<file path="config.mk">
export PLATFORM = sky130hd
export DESIGN_NAME = clk_tick_gen
export DESIGN_NICKNAME = d
export VERILOG_FILES = /design/src/rtl/clk_tick_gen.sv
export SDC_FILE = /design/constraint.sdc
export NUM_CORES = 1
export LEC_CHECK = 0
export BUFFER_PORTS_ARGS = -buffer_cell sky130_fd_sc_hd__buf_2
export CORE_MARGIN = 2
export CORE_UTILIZATION = 25
export CTS_CLUSTER_DIAMETER = 30
export DETAILED_ROUTE_END_ITERATION = 10
export GPL_ROUTABILITY_DRIVEN = 0
export GPL_TIMING_DRIVEN = 1
export PLACE_DENSITY = 0.43
export SYNTH_ARGS = -nofsm -noshare
export SYNTH_HDL_FRONTEND = slang
export SYNTH_SLANG_ARGS = --single-unit
export TNS_END_PERCENT = 50
</file>
<file path="constraint.sdc">
create_clock -name clk_in -period 13.7 [get_ports clk_in]
set_input_delay 0.685 -clock clk_in [delete_from_list [all_inputs] [get_ports clk_in]]
set_output_delay 0.685 -clock clk_in [all_outputs]
set_load 0.02 [all_outputs]
</file>
<file path="src/rtl/clk_tick_gen.sv">
// Multi-channel programmable tick / clock-enable generator.
// Each channel divides clk_in by a runtime period N and emits a tick and a square wave.
module clk_tick_gen #(
    parameter int                          NUM_CH   = 2,
    parameter int                          CNT_W    = 27,
    parameter int                          CH_IDX_W = 4,
    parameter logic [NUM_CH*CNT_W-1:0]     DIV_INIT = {27'd100000000, 27'd100000}
) (
    input  logic                clk_in,
    input  logic                rst_n,
    input  logic [NUM_CH-1:0]   ch_en,
    input  logic                sync_clr,
    input  logic                wr_en,
    input  logic [CH_IDX_W-1:0] wr_ch,
    input  logic [CNT_W-1:0]    wr_div,
    output logic [NUM_CH-1:0]   tick_o,
    output logic [NUM_CH-1:0]   sq_o,
    output logic [NUM_CH-1:0]   pend_o
);

    // Periods below 2 cannot produce a tick and a square wave, so they are raised to 2.
    function automatic logic [CNT_W-1:0] clamp(input logic [CNT_W-1:0] x);
        return (x < CNT_W'(2)) ? CNT_W'(2) : x;
    endfunction

    for (genvar i = 0; i < NUM_CH; i++) begin : g_ch
        logic [CNT_W-1:0] cnt_q, cnt_d;
        logic [CNT_W-1:0] div_q, div_d;
        logic [CNT_W-1:0] pdiv_q, pdiv_d;
        logic             pend_q, pend_d;
        logic             tick_q, tick_d;
        logic             sq_q, sq_d;
        logic             wr_hit;
        logic             term;

        assign wr_hit = wr_en && (wr_ch == CH_IDX_W'(i));
        assign term   = (cnt_q == div_q - CNT_W'(1));

        always_comb begin
            cnt_d  = cnt_q;
            div_d  = div_q;
            pdiv_d = pdiv_q;
            pend_d = pend_q;
            tick_d = 1'b0;
            sq_d   = 1'b0;
            if (sync_clr) begin
                cnt_d = '0;
                if (pend_q) begin
                    div_d  = pdiv_q;
                    pend_d = 1'b0;
                end
                sq_d = ch_en[i];
            end else if (!ch_en[i]) begin
                cnt_d = '0;
            end else begin
                if (term) begin
                    cnt_d  = '0;
                    tick_d = 1'b1;
                    if (pend_q) begin
                        div_d  = pdiv_q;
                        pend_d = 1'b0;
                    end
                end else begin
                    cnt_d = cnt_q + CNT_W'(1);
                end
                sq_d = (cnt_d < (div_d >> 1));
            end
            // A write lands after any pending value has been consumed this cycle.
            if (wr_hit) begin
                if (ch_en[i]) begin
                    pdiv_d = clamp(wr_div);
                    pend_d = 1'b1;
                end else begin
                    div_d  = clamp(wr_div);
                    pend_d = 1'b0;
                end
            end
        end

        always_ff @(posedge clk_in or negedge rst_n) begin
            if (!rst_n) begin
                cnt_q  <= '0;
                div_q  <= clamp(DIV_INIT[i*CNT_W +: CNT_W]);
                pdiv_q <= clamp(DIV_INIT[i*CNT_W +: CNT_W]);
                pend_q <= 1'b0;
                tick_q <= 1'b0;
                sq_q   <= 1'b0;
            end else begin
                cnt_q  <= cnt_d;
                div_q  <= div_d;
                pdiv_q <= pdiv_d;
                pend_q <= pend_d;
                tick_q <= tick_d;
                sq_q   <= sq_d;
            end
        end

        assign tick_o[i] = tick_q;
        assign sq_o[i]   = sq_q;
        assign pend_o[i] = pend_q;
    end

endmodule

</file>
==> impl_metrics.env, run 1 <==
export IMPL_slowest_stage="nor4_2"
export IMPL_path_clk_slew_ps=70
export IMPL_cpPeakStageDelay_ps=630
export IMPL_worst_pin_slew_ps=798
export IMPL_critPathCaptureType="flip-flop"
export IMPL_dr_pass1_iters=5
export IMPL_area_growth_pct=10.7
export IMPL_final_cell_mix="nor2_1 (172), dfrtp_1 (131), mux2i_1 (88)"
export IMPL_synth_warnings=0
export IMPL_clock_sinks=168
export IMPL_async_reset_ff_share_pct=100
export IMPL_power_uw=1700
export IMPL_clock_path_buffers=2
export IMPL_critPathKind="flip-flop to flip-flop"
export IMPL_fin_skew_ps=13.1
export IMPL_leakagePower_uw=0.00578
export IMPL_grt_setup_unrepaired="no"
export IMPL_antenna_left=0
export IMPL_slew_limit_headroom_pct=46.6
export IMPL_cp_arrival_ps=6310
export IMPL_die_y_um=220
export IMPL_layout_drive_gt1_share_pct=18.0
export IMPL_post_cts_setup_buffers=0
export IMPL_num_vias=9229
export IMPL_cp_start_kind="flip-flop"
export IMPL_totalWireLength_um=34200
export IMPL_synth_ff_type="dfrtp_1"
export IMPL_hold_path_class="primary input to async pin"
export IMPL_timing_final_crit_share_pct=43.3
export IMPL_cts_resized=0
export IMPL_antenna_cells=0
export IMPL_avgRoutedWirePerCell_um=18.4
export IMPL_layout_min_cycle_time_ps=5930
export IMPL_die_area_mm2=0.0485
export IMPL_setup_tns_ps=0
export IMPL_numCtsBuffers=17
export IMPL_grt_overflow=0
export IMPL_synth_top_cell_by_area="dfrtp_1"
export IMPL_synth_edf_count=0
export IMPL_ios=43
export IMPL_hold_viol=0
export IMPL_hpwl_um=26100
export IMPL_num_rows=79
export IMPL_portBuffers=42
export IMPL_root_buffer="clkbuf_16"
export IMPL_antenna_found_initial=0
export IMPL_worst_r2r_startpoint="g_ch[1].div_q[3]"
export IMPL_required_ps=14070
export IMPL_tritoncts="built"
export IMPL_drc_errors=0
export IMPL_reg2reg_depth=18
export IMPL_grt_max_degree=60
export IMPL_clk_latency_ps=460
export IMPL_grt_pass1_vias=9101
export IMPL_final_common_cell="nor2_1"
export IMPL_synth_top_area_share_pct=28.3
export IMPL_core_mm2=0.0464
export IMPL_ys_seq_elements=168
export IMPL_start_util_pct=25.2
export IMPL_syn_nets=1336
export IMPL_path_max_fanout=41
export IMPL_fp_dieW_um=220
export IMPL_grt_total_usage_pct=14.6
export IMPL_setup_viol=0
export IMPL_cap_violations=0
export IMPL_ir_drop_v=0.0000890
export IMPL_synth_seq_area_share_pct=36.4
export IMPL_drtIter0Drc=604
export IMPL_syn_avg_cell_area_um2=9.38
export IMPL_synth_distinct_cells=73
export IMPL_synth_area_mm2=0.0117
export IMPL_max_freq_mhz=169
export IMPL_synthTopCellsByArea="dfrtp_1 (28%), dfstp_2 (8.1%), mux2i_1 (7.5%)"
export IMPL_slew_violations=0
export IMPL_synth_cells=1245
export IMPL_nets=1334
export IMPL_vias_per_cell=4.95
export IMPL_grt_pass1_wl_um=54100
export IMPL_power_density_mw_per_mm2=131
export IMPL_htreeDepth=4
export IMPL_hold_buffers=0
export IMPL_r2r_end="g_ch[1].sq_q"
export IMPL_rrSetupSlack_ps=7770
export IMPL_crit_chain="nor4_2, nand4_2, nor4_1, mux2i_1, or4_4, nor4_4, buf_4, nand2_2, mux2i_1, ha_1, a21o_1, a21o_1, a211oi_1, o21bai_1, a21oi_1, o221ai_1, a221o_1, a21oi_1"
export IMPL_status="finished clean"
## synth_stat cells (9+ instances only)
master,count
xnor2_1,48
or4_1,13
nor2_1,173
nand2b_1,10
nand2_1,48
and3_1,20
mux2_2,51
a21oi_1,73
dfrtp_1,132
dfstp_2,36
nor3_1,51
clkbuf_1,42
nand4_1,21
ha_1,54
nor4_1,22
a31oi_1,39
buf_2,14
nor2b_1,11
a21o_1,17
mux2i_1,88
inv_1,13
buf_4,9
a21bo_2,24
xor2_1,62
o21ai_0,25
nand3_1,38
## worst max-delay path by stage
stage,from,endpoint,slack [ps],depth (start not counted)
floorplan,g_ch[0].div_q[6],g_ch[0].sq_q,8820,23
global placement,g_ch[0].div_q[2],g_ch[0].sq_q,7880,20
global route,g_ch[0].div_q[0],g_ch[0].sq_q,7260,22
finish,g_ch[1].div_q[3],g_ch[1].sq_q,7770,18
detailed placement,g_ch[0].div_q[2],g_ch[0].sq_q,7780,20
CTS,g_ch[0].div_q[2],g_ch[0].sq_q,7720,20
## per-layer routing
layer  vias to the layer above  wire length (um)  global-route usage (%)
met5                         -                 0                       0
met4                         0               453                    3.65
met3                        28              1050                    2.79
met2                       135             15600                    22.9
met1                      4564             17100                    20.7
li1                       4502                 -                       -
## layout make-up
class | instances | area [um^2]
clock buffers | 18 | 439
clock inverters | 14 | 161
fillers | 4905 | 33400
inverters | 14 | 52.6
multi-input cells | 987 | 6960
flip-flops and latches | 168 | 4250
well taps | 607 | 759
repair buffers | 55 | 314
## registers in the layout (all words and copies together) (netlist names)
register / count
g_ch.tick_q: 2
g_ch.cnt_q: 54
g_ch.pdiv_q: 54
g_ch.pend_q: 2
g_ch.sq_q: 2
g_ch.div_q: 54
## worst max-delay path: cells and delay by family, from the launching register on
| family | cells | cell delay (ps) |
|---|---|---|
| DFF | 1 | 490 |
| and+or+nand+nor | 6 | 2580 |
| AOI/OAI and AO/OA | 8 | 1570 |
| buffers and inverters | 1 | 410 |
| muxes | 2 | 500 |
| adders and majority gates | 1 | 270 |
## kinds of logic after synthesis
logic type      count (synthesis)  share of synthesized area [%]
buf+inv                        90                           4.26
xor+xnor                      110                           8.25
compound gates                223                           12.7
fa+ha+maj                      54                           5.78
mux                           139                           12.5
simple gates                  461                           20.2
flops                         168                           36.4
## report_power, final
group	switching, uW	internal, uW	leakage (uW)
clock	225	279	0.000296
sequential	134	598	0.00211
combinational	245	219	0.00338
total	604	1100	0.00578
## metrics by stage
stage          cells  setup slack (ps)  hold WS, ps  util, %  instance area [um^2]
2_1_floorplan   1245              8820          389        -                 11700
3_3_place_gp    1831              7880          464     26.6                 12300
3_5_place_dp    1831              7780          474     26.6                 12300
4_1_cts         1863              7720          197     27.9                 12900
5_1_grt         1863              7260          221     27.9                 12900
6_report        1863              7770          192     27.9                 12900
Note: power is estimated with default switching activity, not from simulation.
==> inputs of run 2 (changes only) <==
Settings changed: ABC_AREA set to 1, PLACE_DENSITY 0.43 to 0.44.
Clock period 13.7 ns to 4.8 ns, I/O delays scaled along.
==> impl_metrics.env, run 2 <==
export IMPL_status="finished clean"
export IMPL_timing_final_ws_setup_ps=510
export IMPL_slew_violations=0
export IMPL_numCtsBuffers=17
export IMPL_num_rows=84
export IMPL_leakagePower_uw=0.00708
export IMPL_synth_area_mm2=0.0132
export IMPL_critPathMostFrequentCell="nand2_1"
export IMPL_cp_start_kind="flip-flop"
export IMPL_ios=43
export IMPL_path_max_fanout=38
export IMPL_fin_skew_ps=13.9
export IMPL_hpwl_um=34000
export IMPL_synth_ff_type="dfrtp_1"
export IMPL_slowest_stage="dfrtp_1"
export IMPL_synth_distinct_cells=53
export IMPL_synth_cells=1951
export IMPL_rrSetupSlack_ps=510
export IMPL_switching_share_pct=37.7
export IMPL_synth_top_cell_by_area="dfrtp_1"
export IMPL_cp_arrival_ps=4670
export IMPL_post_cts_setup_buffers=0
export IMPL_start_util_pct=25.2
export IMPL_root_buffer="clkbuf_16"
export IMPL_clockPowerShare_pct=31.4
export IMPL_grt_max_degree=169
export IMPL_synth_seq_area_share_pct=32.3
export IMPL_timing_final_crit_share_pct=89.4
export IMPL_path_clk_slew_ps=70
export IMPL_critPathKind="flip-flop to flip-flop"
export IMPL_layout_min_cycle_time_ps=4290
export IMPL_max_freq_mhz=233
export IMPL_antenna_left=0
export IMPL_p_int_uw=2920
export IMPL_clk_latency_ps=460
export IMPL_synth_warnings=0
export IMPL_die_y_um=233
export IMPL_grt_setup_unrepaired="no"
export IMPL_drc_errors=0
export IMPL_final_common_cell="nand2_1"
export IMPL_syn_nets=2042
export IMPL_tritoncts="built"
export IMPL_reg_top3="g_ch.cnt_q x54, g_ch.div_q x54, g_ch.pdiv_q x54"
export IMPL_async_reset_ff_share_pct=100
export IMPL_synthTopCellsByArea="dfrtp_1 (25%), nand2_1 (13%), o21ai_0 (8.8%)"
export IMPL_area_growth_pct=11.4
export IMPL_synth_common_cells="nand2_1 (441), inv_1 (296), o21ai_0 (230)"
export IMPL_clock_path_buffers=2
export IMPL_power_switching_uw=1770
export IMPL_ys_seq_elements=168
export IMPL_syn_avg_cell_area_um2=6.74
export IMPL_drtIter0Drc=922
export IMPL_totalWireLength_um=43800
export IMPL_dp_slack_ps=324
export IMPL_nets=2049
export IMPL_worst_pin_slew_ps=1100
export IMPL_dr_pass1_iters=7
export IMPL_cap_violations=0
export IMPL_placed_cell_area_mm2=0.0140
export IMPL_fin_area_mm2=0.0147
export IMPL_grt_pass1_vias=12135
export IMPL_cpPeakStageDelay_ps=380
export IMPL_core_mm2=0.0522
export IMPL_hold_viol=0
export IMPL_grt_total_usage_pct=16.6
export IMPL_synth_top_area_share_pct=25.1
export IMPL_clock_sinks=168
export IMPL_final_cell_mix="nand2_1 (441), inv_1 (296), o21ai_0 (230)"
export IMPL_portBuffers=42
export IMPL_num_vias=12516
export IMPL_grt_pass1_wl_um=69500
export IMPL_pwr_share_comb_pct=28.8
export IMPL_avgRoutedWirePerCell_um=16.5
export IMPL_ir_drop_v=0.000289
export IMPL_setup_tns_ps=0
export IMPL_layout_drive_gt1_share_pct=9.84
export IMPL_hold_path_class="primary input to flip-flop"
export IMPL_slew_limit_headroom_pct=26.5
export IMPL_setup_viol=0
export IMPL_htreeDepth=4
export IMPL_synth_edf_count=0
export IMPL_grt_overflow=0
export IMPL_critPathCaptureType="flip-flop"
export IMPL_vias_per_cell=4.71
export IMPL_pwr_share_seq_pct=39.8
export IMPL_antenna_found_initial=3
export IMPL_die_area_mm2=0.0545
export IMPL_timing_hold_ws_ps=24.3
export IMPL_power_density_mw_per_mm2=320
export IMPL_antenna_cells=0
export IMPL_required_ps=5180
export IMPL_fp_dieW_um=233
export IMPL_yosys_cell_count_top_type="nand2_1"
==> run 2: changes by cell type after synthesis, sizes merged, moves of 18 or more <==
cell and delta:
o21ai +220, nand4 +18, nor2 +63, mux2i -78, xnor2 -18, a21bo -24, inv +289, nor3 -21
nand2 +397, mux2 -51, a31oi -38, and3 -18, nand3 +55
==> run 2: kinds of logic (layout without fill, tap and decap cells) <==
logic type                 Yosys count  count (layout)  synth area share [%]
xor gates and xnor gates            84              84                  5.59
muxes                               10              10                 0.761
DFF                                168             168                  32.3
AOI/OAI and AO/OA                  361             361                  14.7
and+or+nand+nor                    896             896                  30.1
buffers and inverters              378             398                  11.4
adders and majority gates           54              54                  5.14
==> run 2: worst paths after layout <==
| kind | startpoint | endpoint | cells past startpoint |
|---|---|---|---|
| min in group asynchronous | rst_n | g_ch[1].cnt_q[21] | 3 |
| max in group asynchronous | rst_n | g_ch[1].div_q[0] | 3 |
| worst min-delay path | wr_div[5] | g_ch[0].div_q[5] | 3 |
| worst max register to register | g_ch[0].div_q[0] | g_ch[0].sq_q | 25 |
| worst min register to register | g_ch[1].pdiv_q[1] | g_ch[1].pdiv_q[1] | 2 |
| worst max-delay path | g_ch[0].div_q[0] | g_ch[0].sq_q | 25 |
==> run 2: through the flow <==
| stage | util [%] | power (uW) | instances |
|---|---|---|---|
| 3_3_place_gp | 26.9 | 3230 | 2626 |
| 4_1_cts | 28.0 | 4730 | 2658 |
| 3_5_place_dp | 26.9 | 3240 | 2626 |
| 2_1_floorplan | - | 2800 | 1951 |
| 6_report | 28.1 | 4680 | 2659 |
| 5_1_grt | 28.1 | 5020 | 2659 |
==> run 2: critical path, delay by kind of cell (launching register included) <==
family | cells | cell delay [ps]
XOR/XNOR | 1 | 180
AO/OA/AOI/OAI | 5 | 850
buffers and inverters | 6 | 810
AND/OR/NAND/NOR | 11 | 1440
adder cells (fa/ha/maj) | 2 | 540
flip-flops | 1 | 380
==> run 2: per-layer routing <==
layer  GRT usage [%]  routed length (um)  vias to the layer above
met1            23.2               21400                     5915
met5               0                  36                        -
li1                -                   -                     6280
met2            26.6               19800                      264
met3            2.15                1710                       51
met4            4.78                 874                        6
==> run 2: power by group through the flow <==
stage	Clock, uW	Combinational (uW)	Sequential [uW]
floorplan	0	996	1800
global placement	0	1330	1890
detailed placement	0	1340	1890
CTS	1510	1350	1870
global route	1570	1560	1900
finish	1470	1350	1870
==> run 2: area by class of cell <==
class	count	area, um^2
Inverter	307	1160
Timing Repair Buffer	59	363
Clock buffer	21	503
Fill cell	5835	37600
Clock inverter	11	108
Sequential cell	168	4250
Multi-Input combinational cell	1405	7420
Tap cell	688	861
==> run 2: repair_timing <==
item / in CTS / in global routing
resized for setup: 0 / 2
hold buffers: 0 / 1
setup endpoints to repair: 0 / 1
endpoints found under the hold margin: 0 / 23
==> inputs of run 3 (changes only) <==
Settings changed: PLACE_DENSITY 0.44 to 0.43.
Clock period 4.8 ns to 4.5 ns, I/O delays scaled along.
==> impl_metrics.env, run 3 (synthesis gave the netlist of run 2 again) <==
export IMPL_dp_cells=2629
export IMPL_cp_num_buf_inv=4
export IMPL_required_ps=4880
export IMPL_ios=43
export IMPL_p_int_uw=3030
export IMPL_htreeDepth=4
export IMPL_fp_dieW_um=233
export IMPL_grt_pass1_vias=12226
export IMPL_power_density_mw_per_mm2=338
export IMPL_worst_pin_slew_ps=997
export IMPL_grt_overflow=0
export IMPL_dr_pass1_iters=6
export IMPL_portBuffers=42
export IMPL_crit_start="g_ch[1].div_q[1]"
export IMPL_cp_depth=25
export IMPL_status="finished clean"
export IMPL_num_rows=84
export IMPL_switching_share_pct=38.9
export IMPL_ir_drop_v=0.000305
export IMPL_final_cells=2664
export IMPL_path_max_fanout=27
export IMPL_cap_violations=0
export IMPL_core_mm2=0.0522
export IMPL_slew_violations=0
export IMPL_area_growth_pct=11.6
export IMPL_critPathMostFrequentCell="nand2_1"
export IMPL_hold_viol=0
export IMPL_critPathCaptureType="flip-flop"
export IMPL_critPathKind="flip-flop to flip-flop"
export IMPL_hold_depth=3
export IMPL_cpPeakStageDelay_ps=380
export IMPL_hold_path_class="primary input to flip-flop"
export IMPL_totalWireLength_um=44600
export IMPL_setup_viol=0
export IMPL_final_common_cell="nand2_1"
export IMPL_hpwl_um=34900
export IMPL_drc_errors=0
export IMPL_leakagePower_uw=0.00710
export IMPL_start_util_pct=25.2
export IMPL_antenna_cells=0
export IMPL_layout_drive_gt1_share_pct=10.1
export IMPL_clockPowerShare_pct=30.5
export IMPL_timing_final_crit_share_pct=91.1
export IMPL_pwr_share_seq_pct=40.0
export IMPL_layout_min_cycle_time_ps=4100
export IMPL_nets=2054
export IMPL_drtIter0Drc=911
export IMPL_cpLargestDelayFamily="simple AND/OR/NAND/NOR gates"
export IMPL_power_switching_uw=1930
export IMPL_die_area_mm2=0.0545
export IMPL_slew_limit_headroom_pct=33.4
export IMPL_vias_per_cell=4.70
export IMPL_final_cell_mix="nand2_1 (441), inv_1 (296), o21ai_0 (230)"
export IMPL_antenna_found_initial=0
export IMPL_max_freq_mhz=244
export IMPL_num_vias=12530
export IMPL_die_y_um=233
export IMPL_tritoncts="built"
export IMPL_pwr_share_comb_pct=29.5
export IMPL_holdCritStartpoint="wr_div[23]"
export IMPL_multi_input_comb_area_mm2=0.00743
export IMPL_avgRoutedWirePerCell_um=16.8
export IMPL_fin_skew_ps=11.6
export IMPL_cp_arrival_ps=4480
export IMPL_clock_path_buffers=2
export IMPL_post_cts_setup_buffers=0
export IMPL_clk_latency_ps=460
export IMPL_reg_top3="g_ch.cnt_q x54, g_ch.div_q x54, g_ch.pdiv_q x54"
export IMPL_regArea_mm2=0.00425
export IMPL_fill_cells=5829
export IMPL_worst_r2r_startpoint="g_ch[1].div_q[1]"
export IMPL_cp_start_kind="flip-flop"
export IMPL_grt_setup_unrepaired="no"
export IMPL_grt_total_usage_pct=16.8
export IMPL_grt_max_degree=94
export IMPL_path_clk_slew_ps=70
export IMPL_antenna_left=0
export IMPL_root_buffer="clkbuf_16"
export IMPL_setup_tns_ps=0
export IMPL_clock_sinks=168
export IMPL_grt_pass1_wl_um=70200
export IMPL_slowest_stage="dfrtp_1"
export IMPL_numCtsBuffers=17
export IMPL_reg2reg_depth=25
-- run 3: timing repair --
| item | in CTS | in global routing |
|---|---|---|
| hold buffers | 2 | 0 |
| hold endpoints to repair | 81 | 0 |
| resized for setup | 0 | 4 |
| setup endpoints to repair | 0 | 2 |
-- run 3: power by group through the flow --
| stage | Sequential, uW | Combinational (uW) | Clock (uW) |
|---|---|---|---|
| 6_report | 1990 | 1460 | 1510 |
| 5_1_grt | 2020 | 1690 | 1630 |
| 4_1_cts | 1990 | 1460 | 1560 |
| 3_5_place_dp | 2010 | 1450 | 0 |
| 3_3_place_gp | 2010 | 1430 | 0 |
| 2_1_floorplan | 1920 | 1060 | 0 |
-- run 3: worst reg2reg max path: stages, from the launching register on --
cell and delay, ps:
dfrtp_1 380, inv_1 140, ha_1 240, nand2_1 100
nor2_2 230, nand2_1 160, o21ai_1 220, nand3_1 100
nor2_1 110, nand2_1 60, nor2_2 140, nand3_4 240
clkinv_1 150, buf_6 230, nand2_1 80, o21ai_0 160
inv_1 100, ha_1 300, nand2_1 90, nor2_1 50
a211oi_1 200, o221a_2 220, nand2_1 110, nand2_1 80
nand2_1 40, a21oi_1 110
-- run 3: final timing paths --
path	end	slack, ps
max	g_ch[1].sq_q	400
min	g_ch[0].div_q[23]	20
max reg2reg	g_ch[1].sq_q	400
min reg2reg	g_ch[0].pdiv_q[13]	490
max in group asynchronous	g_ch[0].div_q[7]	3060
min in group asynchronous	g_ch[1].cnt_q[22]	400
-- run 3: per-layer routing --
metal / up-vias / routed length, um / track usage (%)
li1: 6276 / - / -
met1: 5970 / 22000 / 24.0
met2: 248 / 20100 / 26.8
met3: 36 / 1600 / 1.78
met4: 0 / 866 / 4.70
met5: - / 0 / 0
-- run 3: layout make-up --
class / count / share of cell area (%)
clock buffers: 19 / 3.16
clock inverters: 13 / 0.818
inverters: 307 / 7.88
multi-input cells: 1406 / 50.6
flip-flops and latches: 168 / 28.9
well taps: 688 / 5.86
repair buffers: 63 / 2.71
-- run 3: metrics by stage --
stage                     hold slack [ps]  utilization [%]  area, um^2  setup slack, ps  total power (uW)
after floorplan                     -70.6                -       13200             1010              2990
after global placement                378             26.9       14100              335              3450
after detailed placement              377             26.9       14100              284              3460
after CTS                            4.02             28.1       14700              241              5010
after global routing                 32.1             28.1       14700             30.8              5330
final                                22.2             28.1       14700              399              4970
